$ cat src/rtl/palette_pkg.sv
// Shared types, constants and the channel-scaling helper for the palette block.
package palette_pkg;

  typedef logic [11:0] rgb12_t;
  typedef logic [4:0]  level_t;

  localparam level_t LEVEL_MAX = 5'd16;

  // Power-up grey ramp loaded into both banks on reset.
  localparam rgb12_t DEFAULT_PALETTE [16] = '{
    12'hFFF, 12'h222, 12'h999, 12'h555,
    12'hCCC, 12'h000, 12'h777, 12'hDDD,
    12'h111, 12'hCCC, 12'hAAA, 12'h444,
    12'hBBB, 12'h666, 12'h888, 12'h000
  };

  typedef enum logic {IDLE, FADING} fade_state_e;

  // (c * lvl) >> 4; lvl=16 returns c unchanged, lvl=0 returns 0.
  function automatic logic [3:0] scale_chan(input logic [3:0] c, input level_t lvl);
    logic [7:0] p;
    p = {4'b0, c} * {3'b0, lvl};
    return 4'(p >> 4);
  endfunction

endpackage

$ cat src/rtl/palette_fade_seq.sv
// Frame-stepped brightness fade: FSM, frame counter and level register.
module palette_fade_seq
  import palette_pkg::*;
#(
  parameter int FADE_FRAMES = 4,
  parameter int FADE_STEP   = 1
) (
  input  logic        clk,
  input  logic        rst,
  input  logic        frame_start,
  input  logic        fade_start,
  input  logic        fade_dir,
  output level_t      level,
  output logic        fade_busy,
  output logic        fade_done,
  output fade_state_e state
);

  localparam logic [7:0] LAST_FRAME = 8'(FADE_FRAMES - 1);
  localparam logic [5:0] STEP       = 6'(FADE_STEP);

  fade_state_e state_n;
  logic [7:0]  cnt, cnt_n;
  logic        dir, dir_n;
  logic        done_n;
  level_t      level_n, target, stepped;

  assign target    = dir ? LEVEL_MAX : 5'd0;
  assign fade_busy = (state == FADING);

  // One step toward the target, saturating at it.
  always_comb begin
    stepped = level;
    if (dir) begin
      if (({1'b0, level} + STEP) >= 6'(LEVEL_MAX)) stepped = LEVEL_MAX;
      else                                          stepped = 5'({1'b0, level} + STEP);
    end else begin
      if ({1'b0, level} <= STEP) stepped = 5'd0;
      else                       stepped = 5'({1'b0, level} - STEP);
    end
  end

  // Next-state logic; a fade already at its target finishes on the next frame.
  always_comb begin
    state_n = state;
    cnt_n   = cnt;
    dir_n   = dir;
    level_n = level;
    done_n  = 1'b0;
    case (state)
      IDLE: begin
        if (fade_start) begin
          state_n = FADING;
          cnt_n   = 8'd0;
          dir_n   = fade_dir;
        end
      end
      FADING: begin
        if (frame_start) begin
          if (level == target) begin
            state_n = IDLE;
            done_n  = 1'b1;
          end else if (cnt == LAST_FRAME) begin
            cnt_n   = 8'd0;
            level_n = stepped;
            if (stepped == target) begin
              state_n = IDLE;
              done_n  = 1'b1;
            end
          end else begin
            cnt_n = cnt + 8'd1;
          end
        end
      end
      default: state_n = IDLE;
    endcase
  end

  // State registers; reset aborts any fade and restores full brightness.
  always_ff @(posedge clk or posedge rst) begin
    if (rst) begin
      state     <= IDLE;
      cnt       <= 8'd0;
      dir       <= 1'b0;
      level     <= LEVEL_MAX;
      fade_done <= 1'b0;
    end else begin
      state     <= state_n;
      cnt       <= cnt_n;
      dir       <= dir_n;
      level     <= level_n;
      fade_done <= done_n;
    end
  end

endmodule

$ cat src/rtl/palette_ctrl.sv
// Double-banked 16-entry palette with frame-synchronous commit, fade and a
// two-stage scaled lookup pipeline.
//
// Host write handshake: a write transfers on a rising clk edge where
// wr_valid && wr_ready; wr_ready depends only on commit_pending, never on
// wr_valid, and the host holds wr_index/wr_rgb stable while wr_valid is high.
module palette_ctrl
  import palette_pkg::*;
#(
  parameter int FADE_FRAMES = 4,
  parameter int FADE_STEP   = 1
) (
  input  logic        clk,
  input  logic        rst,
  input  logic        frame_start,
  input  logic        wr_valid,
  output logic        wr_ready,
  input  logic [3:0]  wr_index,
  input  logic [11:0] wr_rgb,
  input  logic        commit,
  output logic        commit_pending,
  input  logic        fade_start,
  input  logic        fade_dir,
  output logic        fade_busy,
  output logic        fade_done,
  output logic [4:0]  level,
  input  logic        pix_valid_in,
  input  logic [3:0]  pix_index,
  output logic        pix_valid_out,
  output logic [3:0]  red,
  output logic [3:0]  green,
  output logic [3:0]  blue,
  output fade_state_e fade_state
);

  rgb12_t shadow [16];
  rgb12_t active [16];
  rgb12_t s1_rgb;
  logic   s1_valid;
  logic   wr_fire, apply;

  assign wr_ready = ~commit_pending;
  assign wr_fire  = wr_valid & wr_ready;
  assign apply    = commit_pending & frame_start;

  // Host-side shadow bank; frozen while a commit is pending.
  always_ff @(posedge clk or posedge rst) begin
    if (rst) begin
      for (int i = 0; i < 16; i++) shadow[i] <= DEFAULT_PALETTE[i];
    end else if (wr_fire) begin
      shadow[wr_index] <= wr_rgb;
    end
  end

  // Commit request; cleared by the frame_start that applies it.
  always_ff @(posedge clk or posedge rst) begin
    if (rst)         commit_pending <= 1'b0;
    else if (apply)  commit_pending <= 1'b0;
    else if (commit) commit_pending <= 1'b1;
  end

  // Active bank is copied from shadow in one cycle at vertical blank.
  always_ff @(posedge clk or posedge rst) begin
    if (rst) begin
      for (int i = 0; i < 16; i++) active[i] <= DEFAULT_PALETTE[i];
    end else if (apply) begin
      for (int i = 0; i < 16; i++) active[i] <= shadow[i];
    end
  end

  palette_fade_seq #(
    .FADE_FRAMES (FADE_FRAMES),
    .FADE_STEP   (FADE_STEP)
  ) u_fade (
    .clk         (clk),
    .rst         (rst),
    .frame_start (frame_start),
    .fade_start  (fade_start),
    .fade_dir    (fade_dir),
    .level       (level),
    .fade_busy   (fade_busy),
    .fade_done   (fade_done),
    .state       (fade_state)
  );

  // Pixel stage 1: palette lookup.
  always_ff @(posedge clk or posedge rst) begin
    if (rst) begin
      s1_rgb   <= 12'h000;
      s1_valid <= 1'b0;
    end else begin
      s1_rgb   <= active[pix_index];
      s1_valid <= pix_valid_in;
    end
  end

  // Pixel stage 2: brightness scaling with the level current in this cycle.
  always_ff @(posedge clk or posedge rst) begin
    if (rst) begin
      red           <= 4'h0;
      green         <= 4'h0;
      blue          <= 4'h0;
      pix_valid_out <= 1'b0;
    end else begin
      red           <= scale_chan(s1_rgb[11:8], level);
      green         <= scale_chan(s1_rgb[7:4],  level);
      blue          <= scale_chan(s1_rgb[3:0],  level);
      pix_valid_out <= s1_valid;
    end
  end

endmodule

$ cat config.mk
export PLATFORM = sky130hd
export DESIGN_NAME = palette_ctrl
export DESIGN_NICKNAME = d
export VERILOG_FILES = /design/src/rtl/palette_pkg.sv /design/src/rtl/palette_fade_seq.sv /design/src/rtl/palette_ctrl.sv
export SDC_FILE = /design/constraint.sdc
export NUM_CORES = 1
export LEC_CHECK = 0
export CORE_AREA = 4 4 362 186
export CTS_BUF_LIST = sky130_fd_sc_hd__clkbuf_4 sky130_fd_sc_hd__clkbuf_8
export DETAILED_ROUTE_END_ITERATION = 12
export DIE_AREA = 0 0 366 190
export PLACE_DENSITY = 0.56
export SYNTH_ARGS = -nofsm -noshare
export SYNTH_HDL_FRONTEND = slang
export SYNTH_SLANG_ARGS = --single-unit
$ cat constraint.sdc
create_clock -name clk -period 30.7 [get_ports clk]
set_input_delay 3.07 -clock clk [delete_from_list [all_inputs] [get_ports clk]]
set_output_delay 3.07 -clock clk [all_outputs]
set_load 0.05 [all_outputs]
# Word level (Yosys, flattened, before mapping)
# Cells that the tools add are included.
# W data, S select, Z words.
[word_totals]
reg_bits = 427
inputBits = 28
out_inout_bits = 23
elab_cells = 101
[op_classes]
n_addsub = 3
multipliers = 3
order_cmp = 5
n_eq_ne = 6
muxes = 28
bitwise = 7
reduce_logical = 5
[ops]
columns = ["cell", "count"]
rows = [
  ["$bwmux W192", 1],
  ["$bmux W12 S4", 1],
  ["$demux W12 S4", 1],
  ["$mux W12", 3],
  ["$mux W8", 4],
  ["$mul A4 B5 Y8", 3],
  ["$mux W5", 4],
  ["$pmux W8 S2", 1],
  ["$mux W1", 12],
  ["$eq A5 B5 Y1", 2],
  ["$ge A5 B5 Y1 const B", 2],
  ["$not A4 Y5", 2],
  ["$add A8 B1 Y8 const B", 1],
  ["$eq A8 B2 Y1 const B", 1],
  ["$add A5 B1 Y6 const B", 1],
  ["$ge A6 B5 Y1 const B", 1],
  ["$ne A2 B2 Y1 const B", 3],
  ["$le A5 B1 Y1 const B", 1],
  ["$lt A5 B1 Y1 const B", 1],
  ["$sub A5 B1 Y5 const B", 1],
  ["$reduce_and A4 Y1", 1],
  ["$not A1 Y1", 3],
  ["$reduce_and A3 Y1", 1],
  ["$and A1 B1 Y1", 2],
  ["other kinds (4)", 4],
]

# Depth between registers and ports, before layout
# Gate-level depths: netlist of run 1.
[depth]
word_depth = 10
depth_mapped = 13
depth_no_buf = 11

# By module
# Synthesis of run 1 repeated with hierarchy kept, for this count alone.
[unflattened]
cells_unflattened = 1277
hier_area_um2 = 19152.1
[by_module_without_submodules]
columns = ["module", "n_inst", "cells_each", "area_per_inst_um2", "seq_area_each_um2"]
rows = [
  ["palette_ctrl", 1, 1141, 17961.0, 10502.6],
  ["palette_fade_seq", 1, 136, 1191.1, 401.6],
]

# Worst setup path after synthesis of run 1
# No wires, ideal clock.
[synth_timing]
kind = "input-to-reg"
startpoint = "in pix_index[1]"
endpoint = "reg s1_rgb[0]"
setup_ns = 0.138
arrival_time_ns = 4.381
required_time_ns = 30.562
path_slack_ns = 26.181
stages = 4
n_path_buf = 2
cell_sequence = "clkbuf_1 > buf_2 > mux4_2 > mux4_2"
[synth_between]
elab_chain_cells = 4
[synth_lines]
columns = ["element", "line_no", "rtl"]
rows = [
  ["start, declared", "palette_ctrl.sv:28", "input logic [3:0] pix_index,"],
  ["$not A4 Y5 (not written as such)", "palette_ctrl.sv:92", "s1_rgb <= active[pix_index];"],
  ["$bmux W12 S4", "palette_ctrl.sv:92", ""],
  ["$mux W12 (not written as such) (2 in a row)", "palette_ctrl.sv:92", ""],
  ["end signal, assigned", "palette_ctrl.sv:92", ""],
  ["end, declared", "palette_ctrl.sv:38", "rgb12_t s1_rgb;"],
]
# No other way between the ends. The select of a mux whose other input is x is not followed.
# A chain may end at the register's enable or synchronous reset.

==> qor_table.md, run 1 <==
| Stage | Parameter | Reported |
| --- | --- | --- |
| floorplan | Ports placed on the boundary | 51 |
| worst setup path | Kind of start point of the critical path | primary input |
| sta | Slew at the pin closest to its max-slew limit | 1212 ps |
| detailed routing | Aggregate routed wire length | 45230 um |
| floorplan | Die Y-Extent | 190 um |
| placement | Worst Setup Slack post-DPL | 23720 ps |
| job | Number of maximum-capacitance violations | 0 |
| global routing | All-layer global routing usage | 13.16% |
| synthesis | Share of async-settable or async-resettable flops after synthesis | 100.0% |
| final layout | Final design utilization | 33.80% |
| floorplan | Area enclosed by the die boundary | 69540 sq um |
| synthesis | Yosys cell types | 51 |
| placement | HPWL after detailed placement | 27680 um |
| detailed routing | Detailed-routing iteration count for the pre-antenna-repair pass | 4 |
| sta | Tightest hold margin | 350.6 ps |
| synthesis | Net count after synthesis | 1311 |
| synthesis | Number of instances in the synthesized netlist | 1237 |
| final layout | Commonest cells after routing, fill and taps aside | sky130_fd_sc_hd__mux2_2 (385), sky130_fd_sc_hd__dfrtp_1 (252), sky130_fd_sc_hd__dfstp_2 (175), sky130_fd_sc_hd__clkbuf_8 (75), sky130_fd_sc_hd__mux4_2 (59) |
| global routing | Grt total ovfl | 0 |
| detailed routing | Final antenna-violating net count | 0 |
| sta | Final critical-path required period | 6171 ps |
| sta | Fin crit share | 20.10% |
| detailed routing | WL met3 | 2137 um |
| placement | Total instance count after detailed placement | 2080 |
| global routing | Vias in the first global route | 10950 |
| global routing | Maximum number of pins on one net before global-route repair | 170 |
| sta | Final count of negative-setup-slack endpoints | 0 |
| sta | Sum Neg Setup Slack | 0 ps |
| worst setup path | Maximum net fanout on the critical path | 169 |
| power and ir drop | Power density over the cells | 85.89 nW/um^2 |
| global routing | First-pass GRT wire length | 70250 um |
| sta | Final Worst Setup Slack | 24530 ps |
| clock network | Deepest level of the CTS H-tree | 2 |
| synthesis | Post-synthesis sequential element count | 427 |
| detailed routing | Highest metal layer with signal wires | met4 |
| worst setup path | Class of the most critical setup path | in2async |
| power and ir drop | Leakage power summed over all cells | 9.318 nW |
| clock network | Number of sinks on the clock net | 427 |
| detailed routing | Wire length the detailed router placed on met1 | 23990 um |
| placement | Last weighted congestion value of the routability-driven placer | 0.7615 |
| sta | Fmax | 0.1621 GHz |
| floorplan | Initial standard-cell utilization of the core | 29.65% |
| synthesis | Number of flops mapped to enable cells by yosys | 0 |
| worst setup path | Worst-case reg-to-reg path depth | 4 |
| floorplan | Die boundary width | 366 um |
| final layout | Most common cell after layout, fill and taps aside | sky130_fd_sc_hd__mux2_2 |
| power and ir drop | Worst voltage drop across the vdd grid | 0.03316 mV |
| final layout | Antenna Diode Count | 0 |
| synthesis | Cell Area, Synth | 19020 sq um |
| final layout | Final Net Count | 1363 |
| detailed routing | DRC violation count after routing | 0 |
| floorplan | Std cell rows | 66 |
| synthesis | Top flip-flop cell by instance count after synthesis | sky130_fd_sc_hd__dfrtp_1 |
| clock network | Inserted Clock Buffers | 57 |
| floorplan | Total core area | 64160 sq um |
| final layout | Fin cells | 2187 |
| placement | Count of input and output buffers | 50 |
| sta | Slew Limit Fails | 0 |
| worst setup path | Required time reported for the critical path endpoint | 31350 ps |
| clock network | Clock input transition at the sequential cells of the worst setup and hold paths | 70 ps |
| clock network | Clock root buffer | sky130_fd_sc_hd__clkbuf_8 |
| detailed routing | Vias/cell | 4.711 |
| sta | Hold Vio Cnt, Final | 0 |
| clock network | Worst skew pair latency | 650 ps |
| sta | Worst clock skew | 17.80 ps |
| status | Outcome | finished, final reports clean |
| clock network | Clock buffer depth | 3 |
| clock network | Buffers inserted by post-CTS timing repair | 0 |
| worst setup path | CP endpoint kind | asynchronous set/reset pin |
| clock network | PostCTS Resize Cnt | 0 |
| final layout | Fraction of layout instances using a drive strength above 1 | 56.62% |
| hold path | Number of instances on the worst hold path | 0 |
| synthesis | Count of warnings emitted by yosys | 0 |
| hold path | Hold Path Class | reg2reg |
| global routing | Antenna violations before repair | 0 |
| detailed routing | Met2 wire length | 18610 um |
| synthesis | Proportion of synthesized chip area in sequential cells | 57.32% |
| clock network | TritonCTS clock tree | done |
| final layout | P&R area growth vs syn | 14.01% |
| detailed routing | Vias | 10300 |
| clock network | Hold-fix buffer count after cts | 0 |
| synthesis | Synth Area per Inst | 15.38 sq um |
| sta | Unrepaired setup endpoints after global routing | false |
| sta | Relative max-transition margin | 18.95% |
| detailed routing | First DRT Iteration DRCs | 578 |
| worst setup path | Arrival time worst endpoint | 6820 ps |
| detailed routing | Routed WL per cell | 20.68 um |
worst paths after layout:
kind	from	endpoint	slack, ps
max	rst	active[179]	24530
min	s1_valid	pix_valid_out	350
max reg2reg	commit_pending	active[31]	27130
min reg2reg	s1_valid	pix_valid_out	350
max in group clk	frame_start	active[31]	24550
min in group asynchronous	rst	s1_valid	2980
area by class of cell:
type	count	area (sq um)
fill	6175	42480
sequential	427	10900
multi-input combinational	713	7690
clock buffer	95	1182
tap	850	1064
timing repair buffer	67	633.1
clock inverter	12	120.1
inverter	23	93.84
power breakdown:
part | switching (mW) | leakage, nW | internal (mW)
Clock | 0.225 | 0.696 | 0.261
Combinational | 0.199 | 3.59 | 0.252
Sequential | 0.124 | 5.03 | 0.802
Total | 0.548 | 9.32 | 1.31
per-layer routing:
layer,GRT usage (%),up-vias
li1,-,4553
met1,20.64,5553
met2,18.60,150
met3,2.994,48
met4,2.123,0
met5,0,-
flip-flops by register name (all words and copies together), names as in the netlist, 4 cells and up:
| register | cells |
|---|---|
| active | 192 |
| u_fade.level | 5 |
| green | 4 |
| s1_rgb | 12 |
| red | 4 |
| blue | 4 |
| shadow | 192 |
| u_fade.cnt | 8 |
cells in the mapped netlist, types with 2 or more instances:
cell | count | area, sq um
sky130_fd_sc_hd__mux2_2 | 385 | 4335
sky130_fd_sc_hd__dfrtp_1 | 252 | 6306
sky130_fd_sc_hd__dfstp_2 | 175 | 4598
sky130_fd_sc_hd__mux4_2 | 59 | 1329
sky130_fd_sc_hd__nand2_1 | 48 | 180.2
sky130_fd_sc_hd__buf_2 | 40 | 200.2
sky130_fd_sc_hd__and2_1 | 31 | 193.9
sky130_fd_sc_hd__ha_1 | 31 | 387.9
sky130_fd_sc_hd__clkbuf_1 | 28 | 105.1
sky130_fd_sc_hd__nor2_1 | 25 | 93.84
sky130_fd_sc_hd__inv_1 | 22 | 82.58
sky130_fd_sc_hd__fa_1 | 15 | 300.3
sky130_fd_sc_hd__o21ai_0 | 13 | 65.06
sky130_fd_sc_hd__a21oi_1 | 12 | 60.06
sky130_fd_sc_hd__xnor2_1 | 11 | 96.34
sky130_fd_sc_hd__nor2b_1 | 10 | 62.56
sky130_fd_sc_hd__nor3_1 | 8 | 40.04
sky130_fd_sc_hd__nand3_1 | 7 | 35.03
sky130_fd_sc_hd__xor2_1 | 7 | 61.31
sky130_fd_sc_hd__nand4_1 | 6 | 37.54
sky130_fd_sc_hd__o21a_1 | 5 | 37.54
sky130_fd_sc_hd__a31oi_1 | 4 | 25.02
sky130_fd_sc_hd__and3_1 | 4 | 25.02
sky130_fd_sc_hd__a21o_1 | 3 | 22.52
sky130_fd_sc_hd__a22o_1 | 2 | 17.52
sky130_fd_sc_hd__a41o_1 | 2 | 20.02
sky130_fd_sc_hd__buf_4 | 2 | 15.01
sky130_fd_sc_hd__buf_8 | 2 | 30.03
sky130_fd_sc_hd__mux2i_1 | 2 | 20.02
sky130_fd_sc_hd__nand2b_1 | 2 | 12.51
sky130_fd_sc_hd__o211ai_1 | 2 | 15.01
sky130_fd_sc_hd__o21bai_1 | 2 | 15.01
sky130_fd_sc_hd__o32ai_1 | 2 | 17.52
cell families (layout without fill, tap and decap cells):
logic type | after synthesis | count (layout) | synth area share (%)
adder cells (fa/ha/maj) | 46 | 46 | 3.618
multiplexers | 447 | 447 | 30.02
buffers and inverters | 97 | 197 | 2.374
AND/OR/NAND/NOR | 147 | 147 | 3.881
AO/OA/AOI/OAI | 55 | 55 | 1.954
XOR/XNOR | 18 | 18 | 0.8288
flip-flops | 427 | 427 | 57.32
stage by stage:
step                      total power [mW]  area, sq um
after global placement               1.366        20380
after floorplan                      1.248        19020
after global routing                 1.980        21690
after CTS                            1.885        21690
after detailed placement             1.389        20380
final                                1.863        21690
critical path, cell delays in order:
cell and delay [ps]:
sky130_fd_sc_hd__clkdlybuf4s50_1 520, sky130_fd_sc_hd__inv_8 570, sky130_fd_sc_hd__buf_4 820, sky130_fd_sc_hd__buf_4 840
sky130_fd_sc_hd__buf_12 680
(Power assumes the default switching activity.)
==> run 2: changes to the inputs <==
- PLACE_DENSITY: 0.56 -> 0.58
- clock period: 30.7 -> 5.1 ns (I/O delays scaled with it)
==> qor_table.md, run 2 (synthesis results as in run 1) <==
| Stage | Parameter | Reported |
| --- | --- | --- |
| sta | Fin crit share | 62.48% |
| global routing | GR met2 Demand/Resource | 17.89% |
| detailed routing | DRC violation count after routing | 0 |
| floorplan | Area enclosed by the die boundary | 69540 sq um |
| global routing | Grt total ovfl | 0 |
| power and ir drop | Overall power consumption | 11.46 mW |
| clock network | Clock input transition at the sequential cells of the worst setup and hold paths | 70 ps |
| final layout | Most common cell after layout, fill and taps aside | sky130_fd_sc_hd__mux2_2 |
| placement | Last weighted congestion value of the routability-driven placer | 0.7782 |
| worst setup path | Required time reported for the critical path endpoint | 5630 ps |
| sta | Slew at the pin closest to its max-slew limit | 1218 ps |
| sta | Fmax | 0.3138 GHz |
| worst setup path | Maximum net fanout on the critical path | 22 |
| floorplan | Die Y-Extent | 190 um |
| clock network | Hold-fix buffer count after cts | 0 |
| floorplan | Ports placed on the boundary | 51 |
| final layout | Fraction of layout instances using a drive strength above 1 | 57.13% |
| final layout | Final design area excluding fillers | 21900 sq um |
| clock network | TritonCTS clock tree | done |
| detailed routing | Routed WL per cell | 20.49 um |
| final layout | Commonest cells after routing, fill and taps aside | sky130_fd_sc_hd__mux2_2 (385), sky130_fd_sc_hd__dfrtp_1 (252), sky130_fd_sc_hd__dfstp_2 (175), sky130_fd_sc_hd__clkbuf_8 (80), sky130_fd_sc_hd__mux4_2 (59) |
| global routing | All-layer global routing usage | 13.25% |
| final layout | Biggest registers after layout | active: 192 flops, shadow: 192 flops, s1_rgb: 12 flops |
| clock network | Worst skew pair latency | 660 ps |
| final layout | Fin cells | 2203 |
| clock network | Number of sinks on the clock net | 427 |
| clock network | PostCTS Resize Cnt | 0 |
| detailed routing | Aggregate routed wire length | 45140 um |
| clock network | Clock root buffer | sky130_fd_sc_hd__clkbuf_8 |
| hold path | Hold Path Class | in2async |
| power and ir drop | Worst voltage drop across the vdd grid | 0.2304 mV |
| floorplan | Initial standard-cell utilization of the core | 29.65% |
| sta | Final count of negative-setup-slack endpoints | 0 |
| global routing | Met3 capacity usage during global routing | 3.510% |
| floorplan | Total core area | 64160 sq um |
| detailed routing | Vias | 10450 |
| placement | Placed Area | 20450 sq um |
| sta | Hold Vio Cnt, Final | 0 |
| power and ir drop | Leakage power summed over all cells | 9.424 nW |
| status | Outcome | finished, final reports clean |
| global routing | Vias in the first global route | 10950 |
| detailed routing | First DRT Iteration DRCs | 784 |
| final layout | P&R area growth vs syn | 15.13% |
| detailed routing | Vias/cell | 4.744 |
| floorplan | Die boundary width | 366 um |
| global routing | Global-route layer with the greatest usage | met1 |
| placement | Total instance count after detailed placement | 2082 |
| sta | Worst clock skew | 29.14 ps |
| clock network | Inserted Clock Buffers | 66 |
| power and ir drop | Power density over the cells | 523.4 nW/um^2 |
| final layout | Antenna Diode Count | 0 |
| worst setup path | Class of the most critical setup path | reg2reg |
| placement | Count of input and output buffers | 50 |
| worst setup path | CP endpoint kind | register |
| worst setup path | Arrival time worst endpoint | 3720 ps |
| final layout | Final design utilization | 34.13% |
| floorplan | Std cell rows | 66 |
| worst setup path | Kind of start point of the critical path | register |
| detailed routing | Detailed-routing iteration count for the pre-antenna-repair pass | 4 |
| final layout | Final Net Count | 1374 |
| sta | Sum Neg Setup Slack | 0 ps |
| placement | HPWL after detailed placement | 28100 um |
| global routing | First-pass GRT wire length | 70170 um |
| global routing | Antenna violations before repair | 0 |
| clock network | Deepest level of the CTS H-tree | 3 |
| job | Number of maximum-capacitance violations | 0 |
| sta | Final critical-path required period | 3186 ps |
| clock network | Buffers inserted by post-CTS timing repair | 0 |
| sta | Unrepaired setup endpoints after global routing | false |
| sta | Slew Limit Fails | 0 |
| detailed routing | Final antenna-violating net count | 0 |
| sta | Relative max-transition margin | 18.43% |
| global routing | Maximum number of pins on one net before global-route repair | 135 |
| clock network | Clock buffer depth | 3 |
| global routing | Met1 global-route usage | 20.61% |
==> run 2: cell count changes in the layout (fill, tap and decap cells not counted), sizes merged <==
cell / before / now
buf: 19 / 21
clkbuf: 95 / 111
clkinv: 7 / 4
clkinvlp: 1 / 2
==> run 2: worst paths after layout <==
path	from	to	slack, ps	cells past startpoint
min in group clk	pix_valid_in	s1_valid	300	1
max	u_fade.level[2]	blue[3]	1910	10
max in group asynchronous	rst	shadow[121]	3850	3
max reg2reg	u_fade.level[2]	blue[3]	1910	10
min reg2reg	s1_valid	pix_valid_out	350	0
min	rst	shadow[68]	210	2
==> run 2: power by group <==
group	internal, mW	leakage [nW]	switching [mW]
logic	1.52	3.61	1.22
registers	4.83	5.03	0.730
clock network	1.76	0.777	1.39
total	8.12	9.42	3.35
==> run 2: critical path: stages (launching register included) <==
cell and delay (ps):
sky130_fd_sc_hd__dfrtp_1 770, sky130_fd_sc_hd__nand2_1 150, sky130_fd_sc_hd__fa_1 480, sky130_fd_sc_hd__fa_1 550, sky130_fd_sc_hd__inv_1 40, sky130_fd_sc_hd__ha_1 270, sky130_fd_sc_hd__nand4_1 130, sky130_fd_sc_hd__o21a_1 210
sky130_fd_sc_hd__o21bai_1 210, sky130_fd_sc_hd__a21oi_1 120, sky130_fd_sc_hd__xnor2_1 130
==> run 2: area by class of cell <==
cell class              count  area, sq um
clock buffers             111         1334
clock inverters            10        120.1
fillers                  6116        42260
inverters                  23        90.09
multi-input cells         713         7690
flip-flops and latches    427        10900
well taps                 850         1064
repair buffers             69        698.2
==> run 2: through the flow <==
stage	hold WS, ps	worst slack (ps)
2_1_floorplan	331.2	-1031
3_3_place_gp	333.2	1992
3_5_place_dp	338.7	1907
4_1_cts	155.2	1902
5_1_grt	203.5	1715
6_report	208.3	1914
==> run 2: metal layers <==
metal / up-vias / part of all wire, % / wire (um)
met5: - / 0 / 0
met4: 0 / 1.6 / 700
met3: 50 / 4.6 / 2099
met2: 172 / 40 / 18230
met1: 5641 / 53 / 24110
li1: 4587 / - / -
==> run 3: changes to the inputs <==
- PLACE_DENSITY: 0.58 -> 0.56
- clock period: 5.1 -> 3.1 ns (I/O delays scaled with it)
==> qor_table.md, run 3 (synthesis results as in run 1) <==
| Stage | Parameter | Reported |
| --- | --- | --- |
| status | Outcome | finished, final reports clean |
| final layout | Commonest cells after routing, fill and taps aside | sky130_fd_sc_hd__mux2_2 (385), sky130_fd_sc_hd__dfrtp_1 (249), sky130_fd_sc_hd__dfstp_2 (175), sky130_fd_sc_hd__clkbuf_8 (83), sky130_fd_sc_hd__mux4_2 (59) |
| power and ir drop | Power density over the cells | 845.3 nW/um^2 |
| floorplan | Area enclosed by the die boundary | 69540 sq um |
| floorplan | Std cell rows | 66 |
| detailed routing | Vias/cell | 4.682 |
| detailed routing | Vias | 10440 |
| clock network | Hold-fix buffer count after cts | 0 |
| clock network | Clock root buffer | sky130_fd_sc_hd__clkbuf_8 |
| sta | Unrepaired setup endpoints after global routing | false |
| clock network | Clock input transition at the sequential cells of the worst setup and hold paths | 70 ps |
| power and ir drop | Part of the power in combinational logic | 25.2% |
| worst setup path | Worst reg-to-reg setup slack | 190 ps |
| placement | HPWL after detailed placement | 29700 um |
| clock network | PostCTS Resize Cnt | 0 |
| clock network | Clock buffer depth | 3 |
| detailed routing | DRC violation count after routing | 0 |
| worst setup path | Worst-path cell chain | and2_1 -> fa_1 -> inv_1 -> fa_1 -> inv_1 -> ha_1 -> o21a_1 -> a21o_1 -> a21oi_1 -> xnor2_1 |
| worst setup path | Critical path buffers and inverters | 2 |
| global routing | All-layer global routing usage | 13.21% |
| final layout | Fin cells | 2229 |
| worst setup path | Largest stage delay, worst path | 540 ps |
| final layout | P&R area growth vs syn | 16.17% |
| floorplan | Die boundary width | 366 um |
| sta | Final critical-path required period | 2912 ps |
| global routing | Maximum number of pins on one net before global-route repair | 117 |
| sta | Slew at the pin closest to its max-slew limit | 741.8 ps |
| worst setup path | Maximum net fanout on the critical path | 11 |
| worst setup path | CP endpoint kind | register |
| final layout | Final design utilization | 34.44% |
| placement | Total instance count after detailed placement | 2117 |
| power and ir drop | Internal portion of total power | 13.18 mW |
| power and ir drop | Overall power consumption | 18.68 mW |
| floorplan | Die Y-Extent | 190 um |
| sta | Final Worst Setup Slack | 187.8 ps |
| clock network | Inserted Clock Buffers | 59 |
| power and ir drop | Switching Share | 29.43% |
| job | Number of maximum-capacitance violations | 0 |
| detailed routing | Aggregate routed wire length | 45460 um |
| power and ir drop | Switching pwr | 5.497 mW |
| power and ir drop | Leakage power summed over all cells | 9.551 nW |
| power and ir drop | Worst voltage drop across the vdd grid | 0.3315 mV |
| global routing | Vias in the first global route | 10960 |
| worst setup path | FF-to-FF Start | u_fade.level[1] |
| worst setup path | Crit Reg-Reg Endpoint | green[3] |
| clock network | Deepest level of the CTS H-tree | 2 |
| global routing | First-pass GRT wire length | 70640 um |
| placement | Placed Area | 20730 sq um |
| clock network | Buffers inserted by post-CTS timing repair | 0 |
| clock network | Number of sinks on the clock net | 427 |
| worst setup path | Arrival time worst endpoint | 3470 ps |
| global routing | Grt total ovfl | 0 |
| sta | Hold Vio Cnt, Final | 0 |
| sta | Slew Limit Fails | 0 |
| placement | Worst Setup Slack post-DPL | 108.1 ps |
| placement | Last weighted congestion value of the routability-driven placer | 0.8152 |
| detailed routing | Detailed-routing iteration count for the pre-antenna-repair pass | 5 |
| placement | Count of input and output buffers | 50 |
| power and ir drop | Clk network pwr share | 26.4% |
| worst setup path | Family with the most delay on the worst path | adder cells |
| final layout | Final Net Count | 1402 |
| detailed routing | Routed WL per cell | 20.39 um |
| detailed routing | Final antenna-violating net count | 0 |
| sta | Worst clock skew | 22.96 ps |
| sta | Relative max-transition margin | 50.39% |
| worst setup path | Slowest stage cell on the critical path | sky130_fd_sc_hd__fa_1 |
| worst setup path | Class of the most critical setup path | reg2reg |
| clock network | TritonCTS clock tree | done |
| final layout | Final design area excluding fillers | 22100 sq um |
| final layout | Antenna Diode Count | 0 |
| floorplan | Total core area | 64160 sq um |
| global routing | Antenna violations before repair | 0 |
| final layout | Biggest registers after layout | active: 192 flops, shadow: 192 flops, s1_rgb: 12 flops |
| final layout | Fraction of layout instances using a drive strength above 1 | 58.16% |
| floorplan | Initial standard-cell utilization of the core | 29.65% |
| hold path | Hold Path Class | in2async |
| sta | Fin crit share | 93.94% |
| sta | Final count of negative-setup-slack endpoints | 0 |
| clock network | Worst skew pair latency | 650 ps |
| final layout | Most common cell after layout, fill and taps aside | sky130_fd_sc_hd__mux2_2 |
| worst setup path | Worst-case reg-to-reg path depth | 10 |
| worst setup path | Required time reported for the critical path endpoint | 3660 ps |
| detailed routing | First DRT Iteration DRCs | 620 |
| power and ir drop | Fraction of power consumed by sequential logic | 48.4% |
| sta | Fmax | 0.3434 GHz |
| floorplan | Ports placed on the boundary | 51 |
| sta | Tightest hold margin | 67.54 ps |
| sta | Sum Neg Setup Slack | 0 ps |
| worst setup path | Kind of start point of the critical path | register |
[run 3: cell count changes in the layout (fill, tap and decap cells not counted), sizes merged]
| cell | previous run | this run |
|---|---|---|
| buf | 21 | 56 |
| bufinv | 2 | 1 |
| clkbuf | 111 | 98 |
| clkinv | 4 | 11 |
| clkinvlp | 2 | 1 |
| inv | 25 | 24 |
[run 3: worst max-delay path by stage]
stage                     from   endpoint  slack, ps  cells after the start
6_report       u_fade.level[1]   green[3]        190                     10
5_1_grt        u_fade.level[2]    blue[3]         30                     10
3_3_place_gp   u_fade.level[1]   green[3]        150                     10
4_1_cts        u_fade.level[1]    blue[3]        100                     10
3_5_place_dp   u_fade.level[1]    blue[3]        110                     10
2_1_floorplan              rst  active[0]      -2830                      1
[run 3: cell type report]
| cell class | count | area [sq um] |
|---|---|---|
| Inverter | 23 | 90.09 |
| Multi-Input combinational cell | 713 | 7690 |
| Tap cell | 850 | 1064 |
| Timing Repair Buffer | 104 | 985.9 |
| Clock buffer | 98 | 1255 |
| Clock inverter | 14 | 105.1 |
| Fill cell | 6133 | 42070 |
| Sequential cell | 427 | 10910 |
[run 3: worst reg2reg max path, stage by stage, from the launching register on]
cell and delay (ps):
sky130_fd_sc_hd__dfrtp_2 490, sky130_fd_sc_hd__and2_1 190, sky130_fd_sc_hd__fa_1 540, sky130_fd_sc_hd__inv_1 60, sky130_fd_sc_hd__fa_1 520, sky130_fd_sc_hd__inv_1 40, sky130_fd_sc_hd__ha_1 310, sky130_fd_sc_hd__o21a_1 190
sky130_fd_sc_hd__a21o_1 190, sky130_fd_sc_hd__a21oi_1 180, sky130_fd_sc_hd__xnor2_1 130
[run 3: power groups by stage]
stage          logic (mW)  registers, mW  clock network [mW]
2_1_floorplan        3.44           8.93                   0
3_3_place_gp         4.61           9.03                   0
3_5_place_dp         4.74           9.13                   0
4_1_cts              4.76           9.03                5.09
5_1_grt              5.16           9.27                5.36
6_report             4.70           9.04                4.93
[run 3: metal layers]
| layer | wire length (um) | global-route usage, % |
|---|---|---|
| met1 | 24080 | 20.54 |
| met2 | 18550 | 18.40 |
| met3 | 2268 | 3.427 |
| met4 | 558 | 2.414 |
| met5 | 0 | 0 |
